$ cat src/rtl/lcd_pkg.sv
// rtl/lcd_pkg.sv - shared constants for the LCD character input path
package lcd_pkg;
    localparam int LCD_DATA_W          = 8;
    localparam int LCD_DEBOUNCE_CYCLES = 1024;
    localparam int LCD_QUEUE_DEPTH     = 8;
endpackage

$ cat src/rtl/lcd_char_queue_if.sv
// rtl/lcd_char_queue_if.sv - valid/ready character stream towards the write sequencer
interface lcd_char_queue_if
    import lcd_pkg::*;
#(
    parameter int DATA_W = LCD_DATA_W
) ();
    logic              char_valid;
    logic              char_ready;
    logic [DATA_W-1:0] char_data;

    modport master (output char_valid, output char_data, input char_ready);
    modport slave  (input char_valid, input char_data, output char_ready);
endinterface

$ cat src/rtl/lcd_char_queue_btn_debounce.sv
// rtl/lcd_char_queue_btn_debounce.sv - button synchroniser, debounce filter and press pulse
module btn_debounce
    import lcd_pkg::*;
#(
    parameter int DEBOUNCE_CYCLES = LCD_DEBOUNCE_CYCLES
) (
    input  logic clk,
    input  logic reset,
    input  logic button,
    input  logic debounce_en,
    output logic push
);
    localparam int                CNT_W   = $clog2(DEBOUNCE_CYCLES) + 1;
    localparam logic [CNT_W-1:0]  CNT_MAX = CNT_W'(DEBOUNCE_CYCLES - 1);

    logic             s1, s2, deb, deb_q;
    logic [CNT_W-1:0] cnt;

    always_ff @(posedge clk or posedge reset) begin
        if (reset) begin
            s1    <= 1'b0;
            s2    <= 1'b0;
            deb   <= 1'b0;
            deb_q <= 1'b0;
            cnt   <= '0;
        end else begin
            s1    <= button;
            s2    <= s1;
            deb_q <= deb;
            // Bypass tracks s2 directly, equivalent to a one-cycle filter
            if (!debounce_en) begin
                deb <= s2;
                cnt <= '0;
            end else if (s2 == deb) begin
                cnt <= '0;
            end else if (cnt == CNT_MAX) begin
                deb <= ~deb;
                cnt <= '0;
            end else begin
                cnt <= cnt + 1'b1;
            end
        end
    end

    assign push = deb & ~deb_q;
endmodule

$ cat src/rtl/lcd_char_queue.sv
// rtl/lcd_char_queue.sv - debounced button capture feeding a character FIFO
module lcd_char_queue
    import lcd_pkg::*;
#(
    parameter int DATA_W          = LCD_DATA_W,
    parameter int FIFO_DEPTH      = LCD_QUEUE_DEPTH,
    parameter int DEBOUNCE_CYCLES = LCD_DEBOUNCE_CYCLES
) (
    input  logic                          clk,
    input  logic                          reset,
    input  logic                          button,
    input  logic [DATA_W-1:0]             data_btn,
    input  logic                          debounce_en,
    lcd_char_queue_if.master              char_if,
    output logic [$clog2(FIFO_DEPTH):0]   fifo_count,
    output logic                          overflow
);
    localparam int PTR_W = $clog2(FIFO_DEPTH);
    localparam int CNT_W = PTR_W + 1;

    logic              push, pop, full, do_push;
    logic [PTR_W-1:0]  wr_ptr, rd_ptr;
    logic [CNT_W-1:0]  count;
    logic [DATA_W-1:0] mem [FIFO_DEPTH];

    btn_debounce #(.DEBOUNCE_CYCLES(DEBOUNCE_CYCLES)) u_debounce (
        .clk         (clk),
        .reset       (reset),
        .button      (button),
        .debounce_en (debounce_en),
        .push        (push)
    );

    assign full    = (count == CNT_W'(FIFO_DEPTH));
    assign pop     = char_if.char_valid & char_if.char_ready;
    // A pop in the same cycle frees the slot, so a full queue still accepts
    assign do_push = push & (~full | pop);

    always_ff @(posedge clk) begin
        if (do_push) mem[wr_ptr] <= data_btn;
    end

    always_ff @(posedge clk or posedge reset) begin
        if (reset) begin
            wr_ptr   <= '0;
            rd_ptr   <= '0;
            count    <= '0;
            overflow <= 1'b0;
        end else begin
            if (do_push) wr_ptr <= wr_ptr + 1'b1;
            if (pop)     rd_ptr <= rd_ptr + 1'b1;
            case ({do_push, pop})
                2'b10:   count <= count + 1'b1;
                2'b01:   count <= count - 1'b1;
                default: count <= count;
            endcase
            if (push & full & ~pop) overflow <= 1'b1;
        end
    end

    assign fifo_count         = count;
    assign char_if.char_valid = (count != '0);
    // Gated so stale memory never shows while empty
    assign char_if.char_data  = char_if.char_valid ? mem[rd_ptr] : '0;
endmodule

$ cat src/flat_wrapper.sv
// flat-port wrapper written by rule: the top's interface ports become plain ports
module lcd_char_queue_flat import lcd_pkg::*;
#(
    parameter int DATA_W          = LCD_DATA_W,
    parameter int FIFO_DEPTH      = LCD_QUEUE_DEPTH,
    parameter int DEBOUNCE_CYCLES = LCD_DEBOUNCE_CYCLES
)
  (clk, reset, button, data_btn, debounce_en, fifo_count, overflow, char_if_char_valid, char_if_char_data, char_if_char_ready);
  lcd_char_queue_if #(.DATA_W(DATA_W)) char_if_i ();
  input  logic clk;
  input  logic reset;
  input  logic button;
  input  logic [DATA_W-1:0] data_btn;
  input  logic debounce_en;
  output logic [$clog2(FIFO_DEPTH):0] fifo_count;
  output logic overflow;
  output wire logic [$bits(char_if_i.char_valid)-1:0] char_if_char_valid;
  output wire logic [$bits(char_if_i.char_data)-1:0] char_if_char_data;
  input wire logic [$bits(char_if_i.char_ready)-1:0] char_if_char_ready;
  assign char_if_char_valid = char_if_i.char_valid;
  assign char_if_char_data = char_if_i.char_data;
  assign char_if_i.char_ready = char_if_char_ready;
  lcd_char_queue #(.DATA_W(DATA_W), .FIFO_DEPTH(FIFO_DEPTH), .DEBOUNCE_CYCLES(DEBOUNCE_CYCLES)) u_core (.clk(clk), .reset(reset), .button(button), .data_btn(data_btn), .debounce_en(debounce_en), .char_if(char_if_i), .fifo_count(fifo_count), .overflow(overflow));
endmodule
$ cat config.mk
export PLATFORM = sky130hd
export DESIGN_NAME = lcd_char_queue_flat
export DESIGN_NICKNAME = d
export VERILOG_FILES = /design/src/rtl/lcd_pkg.sv /design/src/rtl/lcd_char_queue_if.sv /design/src/rtl/lcd_char_queue_btn_debounce.sv /design/src/rtl/lcd_char_queue.sv /design/src/flat_wrapper.sv
export SDC_FILE = /design/constraint.sdc
export NUM_CORES = 1
export LEC_CHECK = 0
export CAP_MARGIN = 0
export CORE_AREA = 2 2 90 92
export DETAILED_ROUTE_END_ITERATION = 10
export DIE_AREA = 0 0 92 94
export GPL_TIMING_DRIVEN = 1
export PLACE_DENSITY = 0.73
export SYNTH_ARGS = -nofsm -noshare
export SYNTH_HDL_FRONTEND = slang
export SYNTH_HIERARCHICAL = 1
export SYNTH_SLANG_ARGS = --single-unit
$ cat constraint.sdc
create_clock -name clk -period 2.15 [get_ports clk]
set_input_delay 0.43 -clock clk [delete_from_list [all_inputs] [get_ports clk]]
set_output_delay 0.43 -clock clk [all_outputs]
set_load 0.05 [all_outputs]
**Word level (Yosys, flattened, before mapping)**

Memories as Yosys holds them, arrays and structs flattened.
Cells that the tools add are included.

- Register bits after elaboration: 26
- Bits in latches: 0
- RAM bits: 64
- Bits in read-only memories: 0
- Memories: 1

Memory list:

| memory | words | bits a word | rd ports | clocked after memory_dff | wr ports | RTL line | source |
|---|---|---|---|---|---|---|---|
| u_core.mem | 8 | 8 | 1 | 0 | 1 | lcd_char_queue.sv:24 | `logic [DATA_W-1:0] mem [FIFO_DEPTH];` |

- $add $sub $neg: 5
- Multiply operators: 0
- Div/mod/pow operators: 0
- Magnitude comparators: 0
- Eq/ne operators: 7
- Shift-type cells: 0
- Muxes and demuxes: 10
- Bitwise gates (word level): 10
- Reduce and logical (&&, ||, !) cells: 3

Operators with widths:

| cell | number |
|---|---|
| 11-bit 2-to-1 mux | 3 |
| 11-bit by 1-bit adder with 11-bit output, second input constant | 1 |
| 11-bit by 10-bit == test with 1-bit output, second input constant | 1 |
| 8-bit 2-to-1 mux | 1 |
| 4-bit case mux with 2 select lines | 1 |
| 3-bit by 1-bit adder with 3-bit output, second input constant | 2 |
| 1-bit bitwise AND | 5 |
| 1-bit 2-to-1 mux | 5 |
| 4-bit by 1-bit adder with 4-bit output, second input constant | 1 |
| 4-bit == test, second input constant | 1 |
| 1-bit inverter | 4 |
| 4-bit nonzero test | 1 |
| 4-bit by 1-bit subtractor with 4-bit output, second input constant | 1 |
| 2-bit by 1-bit == test with 1-bit output, second input constant | 1 |
| 2-bit == test, second input constant | 1 |
| 2-bit by 1-bit != test with 1-bit output, second input constant | 1 |
| 2-bit != test, second input constant | 1 |
| 2-bit AND reduction | 1 |
| 2-bit nonzero test | 1 |
| 1-bit == test | 1 |
| 1-bit OR | 1 |

**Longest topological paths before layout**

- Depth in word-level cells: 6
- Depth in mapped cells: 9
- Mapped depth without buffers: 9

**Cells and area by module**

The synthesis kept the hierarchy.

Modules (own cells, without submodules):

| module | instances | cells each | area each (um^2) | seq. area each (um^2) |
|---|---|---|---|---|
| lcd_char_queue | 1 | 212 | 3201.8 | 2197.1 |
| btn_debounce | 1 | 58 | 683.2 | 375.4 |

**Worst setup path after synthesis**

Ideal clock, no wire load.

- Path kind: register -> output
- Start point: reg u_core.count[0], in the netlist u_core/fifo_count[0]
- End point: out char_if_char_data[0]
- Data arrival time: 2606 ps
- Setup slack: -886 ps
- Stages on the path, launching flop included: 7
- Cell sequence: dfrtp_1 > or3_1 > buf_6 > nand2b_4 > buf_6 > nand2_1 > a221oi_1

- Word-level cells in the longest chain between the ends: 2

RTL lines:

| item | RTL line | source |
|---|---|---|
| start, declared | lcd_char_queue.sv:23 | `logic [CNT_W-1:0] count;` |
| start signal, assigned | lcd_char_queue.sv:53 | `2'b10: count <= count + 1'b1;` |
| start signal, assigned | lcd_char_queue.sv:54 | `2'b01: count <= count - 1'b1;` |
| start signal, assigned | lcd_char_queue.sv:55 | `default: count <= count;` |
| 4-bit nonzero test | lcd_char_queue.sv:62 | `assign char_if.char_valid = (count != '0);` |
| via char_if_char_valid | flat_wrapper.sv:17 | `output wire logic [$bits(char_if_i.char_valid)-1:0] char_if_char_valid;` |
| 8-bit 2-to-1 mux | lcd_char_queue.sv:64 | `assign char_if.char_data = char_if.char_valid ? mem[rd_ptr] : '0;` |
| end, declared | flat_wrapper.sv:18 | `output wire logic [$bits(char_if_i.char_data)-1:0] char_if_char_data;` |

The timed path passes the listed nets, and every way through them passes these cells.

**Final worst setup path**

- Start point: reg u_core.rd_ptr[0]
- End point: out char_if_char_data[7]

- Word-level cells in the longest chain between the ends: 2

RTL lines:

| item | RTL line | source |
|---|---|---|
| start, declared | lcd_char_queue.sv:22 | `logic [PTR_W-1:0] wr_ptr, rd_ptr;` |
| start signal, assigned | lcd_char_queue.sv:51 | `if (pop) rd_ptr <= rd_ptr + 1'b1;` |
| memory read 8 x 8 bit | -- |  |
| 8-bit 2-to-1 mux | lcd_char_queue.sv:64 |  |

No other way between the ends.

==> impl_metrics.toml <==
[placed_design]
hpwl_um = 4720
post_dp_cell_area_mm2 = 0.00465
pre_cts_slack_ps = -34.7
place.gp.congestion = 0.781
portBuffers = 26
dp.cells = 403

[cells_and_area]
drive_gt1_frac = 0.283
area_delta_synth_final_pct = 27.6
diodes = 0
stdcell_count = 423
final_nets = 333
finish.instance_area_mm2 = 0.00496

[detailed_routing]
antenna_left = 0
wl_per_cell_um = 17.5
drt-vias-per-instance = 5.45
post-route-drc-count = 0
dr.pass1.iters = 4
vias = 2307
totalWireLength_um = 7420
drt_iter0_drc = 134

[clock_network]
cts_buffers = 9
cts_root_buffer = "clkbuf_8"
cts.clk_slew.worst_paths_ps = 90
cts_tree = "built"
cts.sinks = 90
clkLatencyLatePin_ps = 350
cts_buffer_depth = 2
h-tree-depth = 3

[global_routing]
grt_max_degree = 18
grt-ovfl-total = 0
first_global_vias = 2308
antenna_found_initial = 0
grt_usage = 0.187
grt_pass1_wl_um = 12000

[floorplanning]
dieHeight_um = 94
coreArea_mm2 = 0.00761
die_area_mm2 = 0.00865
start_util = 0.511
rows = 32
die_w_um = 92
ioPinCount = 27

[power]
p_leak_nw = 1.84
power_density_mw_per_mm2 = 1430
vdd_drop_max_mv = 0.447

[critical_path]
start_kind = "flip-flop"
r2r-start = "u_core/fifo_count[0]$_DFFE_PP0P_"
reg2reg_slack_ps = 160
critical_path.max_fanout = 17
critPathKind = "reg -> out"
cp.arrival_ps = 1860
end_kind = "primary output"
crit_start = "u_core/rd_ptr[0]$_DFFE_PP0N_"
cp.required_ps = 1720

[timing]
worstMarginPinSlew_ps = 568
drv_slew = 0
fmax_ghz = 0.436
fin_crit_ps = 2290
setup_tns_ps = -836
setup_viol_count_final = 8
rsz0062_at_grt = "yes"
finalHoldViolations = 0
slew-limit-headroom = 0.621
fin_crit_sh = 1.07
skew_ps = 9.01
fin_ws_ps = -143

[run_status]
status = "finished with violations"
violations = "setup timing"

[synth]
ys_seq_area_frac = 0.662
syn_area_per_cell_um2 = 14.4
synthArstFlopShare = 0.289
synth_warnings = 6
netlist_instances = 270
ys_ff_latch = 90
syn-num-nets = 287
synth_area_mm2 = 0.00388
synth_edf_count = 64
ys.flop_type = "edfxtp_1"
yosysUniqueCellTypes = 45

[worst_hold_path]
hold_start = "u_core/u_debounce/s1$_DFF_PP0_"
hold_path.class = "reg -> reg"

[run]
maxCapViolations = 0
[synthesized netlist by cell type (all sizes together), types with 2 or more instances]
master	count	area, um^2
a211oi	6	50.1
a21oi	4	20.0
a221oi	8	70.1
a22oi	8	60.1
a311oi	2	30.0
buf	11	72.6
clkbuf	3	11.3
dfrtp	26	651
edfxtp	64	1920
ha	4	50.1
inv	5	18.8
mux2	2	22.5
mux2i	32	320
nand2	22	82.6
nand2b	4	32.5
nand3	5	30.0
nand4	3	33.8
nor2	7	26.3
nor2b	4	25.0
nor3	11	55.1
nor3b	4	30.0
nor4	3	33.8
o21ai	5	28.8
or3	6	37.5
xnor2	7	61.3
xor2	4	35.0
[layout by cell type, fill, tap and decap left out, drive strengths merged, types with 2 or more instances in the layout]
cell | netlist | layout
buf | 11 | 30
xnor2 | 7 | 7
clkinv | 1 | 6
nand3 | 5 | 5
a211oi | 6 | 6
a21oi | 4 | 4
mux2i | 32 | 32
nor3 | 11 | 11
nor3b | 4 | 4
inv | 5 | 6
a221oi | 8 | 8
mux2 | 2 | 2
nand2b | 4 | 5
edfxtp | 64 | 64
o21ai | 5 | 5
clkbuf | 3 | 9
dfrtp | 26 | 26
a22oi | 8 | 8
or3 | 6 | 6
xor2 | 4 | 4
nand2 | 22 | 22
ha | 4 | 4
a311oi | 2 | 2
nor2 | 7 | 7
clkdlybuf4s50 | 0 | 16
nand4 | 3 | 3
nor2b | 4 | 4
nor4 | 3 | 3
[area by class of cell]
cell class / instances / area [um^2]
Fill cell: 540 / 2650
Timing Repair Buffer: 48 / 543
Clock inverter: 7 / 68.8
Sequential cell: 90 / 2580
Inverter: 6 / 22.5
Multi-Input combinational cell: 161 / 1490
Clock buffer: 9 / 124
Tap cell: 102 / 128
[metal layers]
metal	routed length (um)	GRT usage	vias up	part of all wire
met1	3350	0.246	1131	0.45
met4	165	0.0871	0	0.022
met3	249	0.0281	12	0.034
li1	-	-	1126	-
met5	0	0	-	0
met2	3650	0.309	38	0.49
[worst max-delay path: stages, from the launching register on]
cell      delay, ps
dfrtp_2         440
buf_12          170
mux2i_1         140
a22oi_2         270
nand2_4          90
a221oi_4        230
buf_12          180
[path summary, 6_finish.rpt]
check                                                endpoint  cells after the start
max                                      char_if_char_data[7]                      6
min                            u_core/u_debounce/s2$_DFF_PP0_                      0
max reg2reg                  u_core/fifo_count[2]$_DFFE_PP0P_                      8
min reg2reg                    u_core/u_debounce/s2$_DFF_PP0_                      0
max in group asynchronous  u_core/u_debounce/cnt[5]$_DFF_PP0_                      2
min in group asynchronous         u_core/overflow$_DFFE_PP0P_                      2
[kinds of logic (layout without fill, tap and decap cells)]
| family | Yosys count | after routing | synth area share |
|---|---|---|---|
| compound gates | 39 | 39 | 0.0783 |
| xor+xnor | 11 | 11 | 0.0248 |
| fa+ha+maj | 4 | 4 | 0.0129 |
| buf+inv | 20 | 70 | 0.0274 |
| flops | 90 | 90 | 0.662 |
| mux | 34 | 34 | 0.0882 |
| simple gates | 72 | 73 | 0.106 |
[what timing repair did]
item | 4_1_cts | 5_1_grt
cloned | 2 | 0
pin swaps | 6 | 5
endpoints found under the hold margin | 0 | 0
hold buffers | 0 | 0
buffers inserted | 2 | 0
resized for setup | 11 | 4
endpoints found under the setup margin | 9 | 10
[sequential cells by signal, indices dropped and copies added, names as in the netlist]
register / cells
u_core/fifo_count: 4
u_core/mem: 64
u_core/overflow: 1
u_core/rd_ptr: 3
u_core/u_debounce/cnt: 11
u_core/u_debounce/deb: 1
u_core/u_debounce/deb_q: 1
u_core/u_debounce/s1: 1
u_core/u_debounce/s2: 1
u_core/wr_ptr: 3
[where the power goes]
group / internal [mW] / switching [mW]
combinational: 1.70 / 2.01
clock: 0.535 / 0.569
sequential: 2.07 / 0.206
[per-stage QoR]
| step | power [mW] | hold slack, ps | utilization |
|---|---|---|---|
| 2_1_floorplan | 4.63 | 282 | - |
| 3_3_place_gp | 5.72 | 336 | 0.611 |
| 3_5_place_dp | 5.78 | 336 | 0.611 |
| 4_1_cts | 7.10 | 357 | 0.650 |
| 5_1_grt | 7.40 | 360 | 0.652 |
| 6_report | 7.09 | 356 | 0.652 |
No activity file was read; power rests on OpenSTA's default activity.
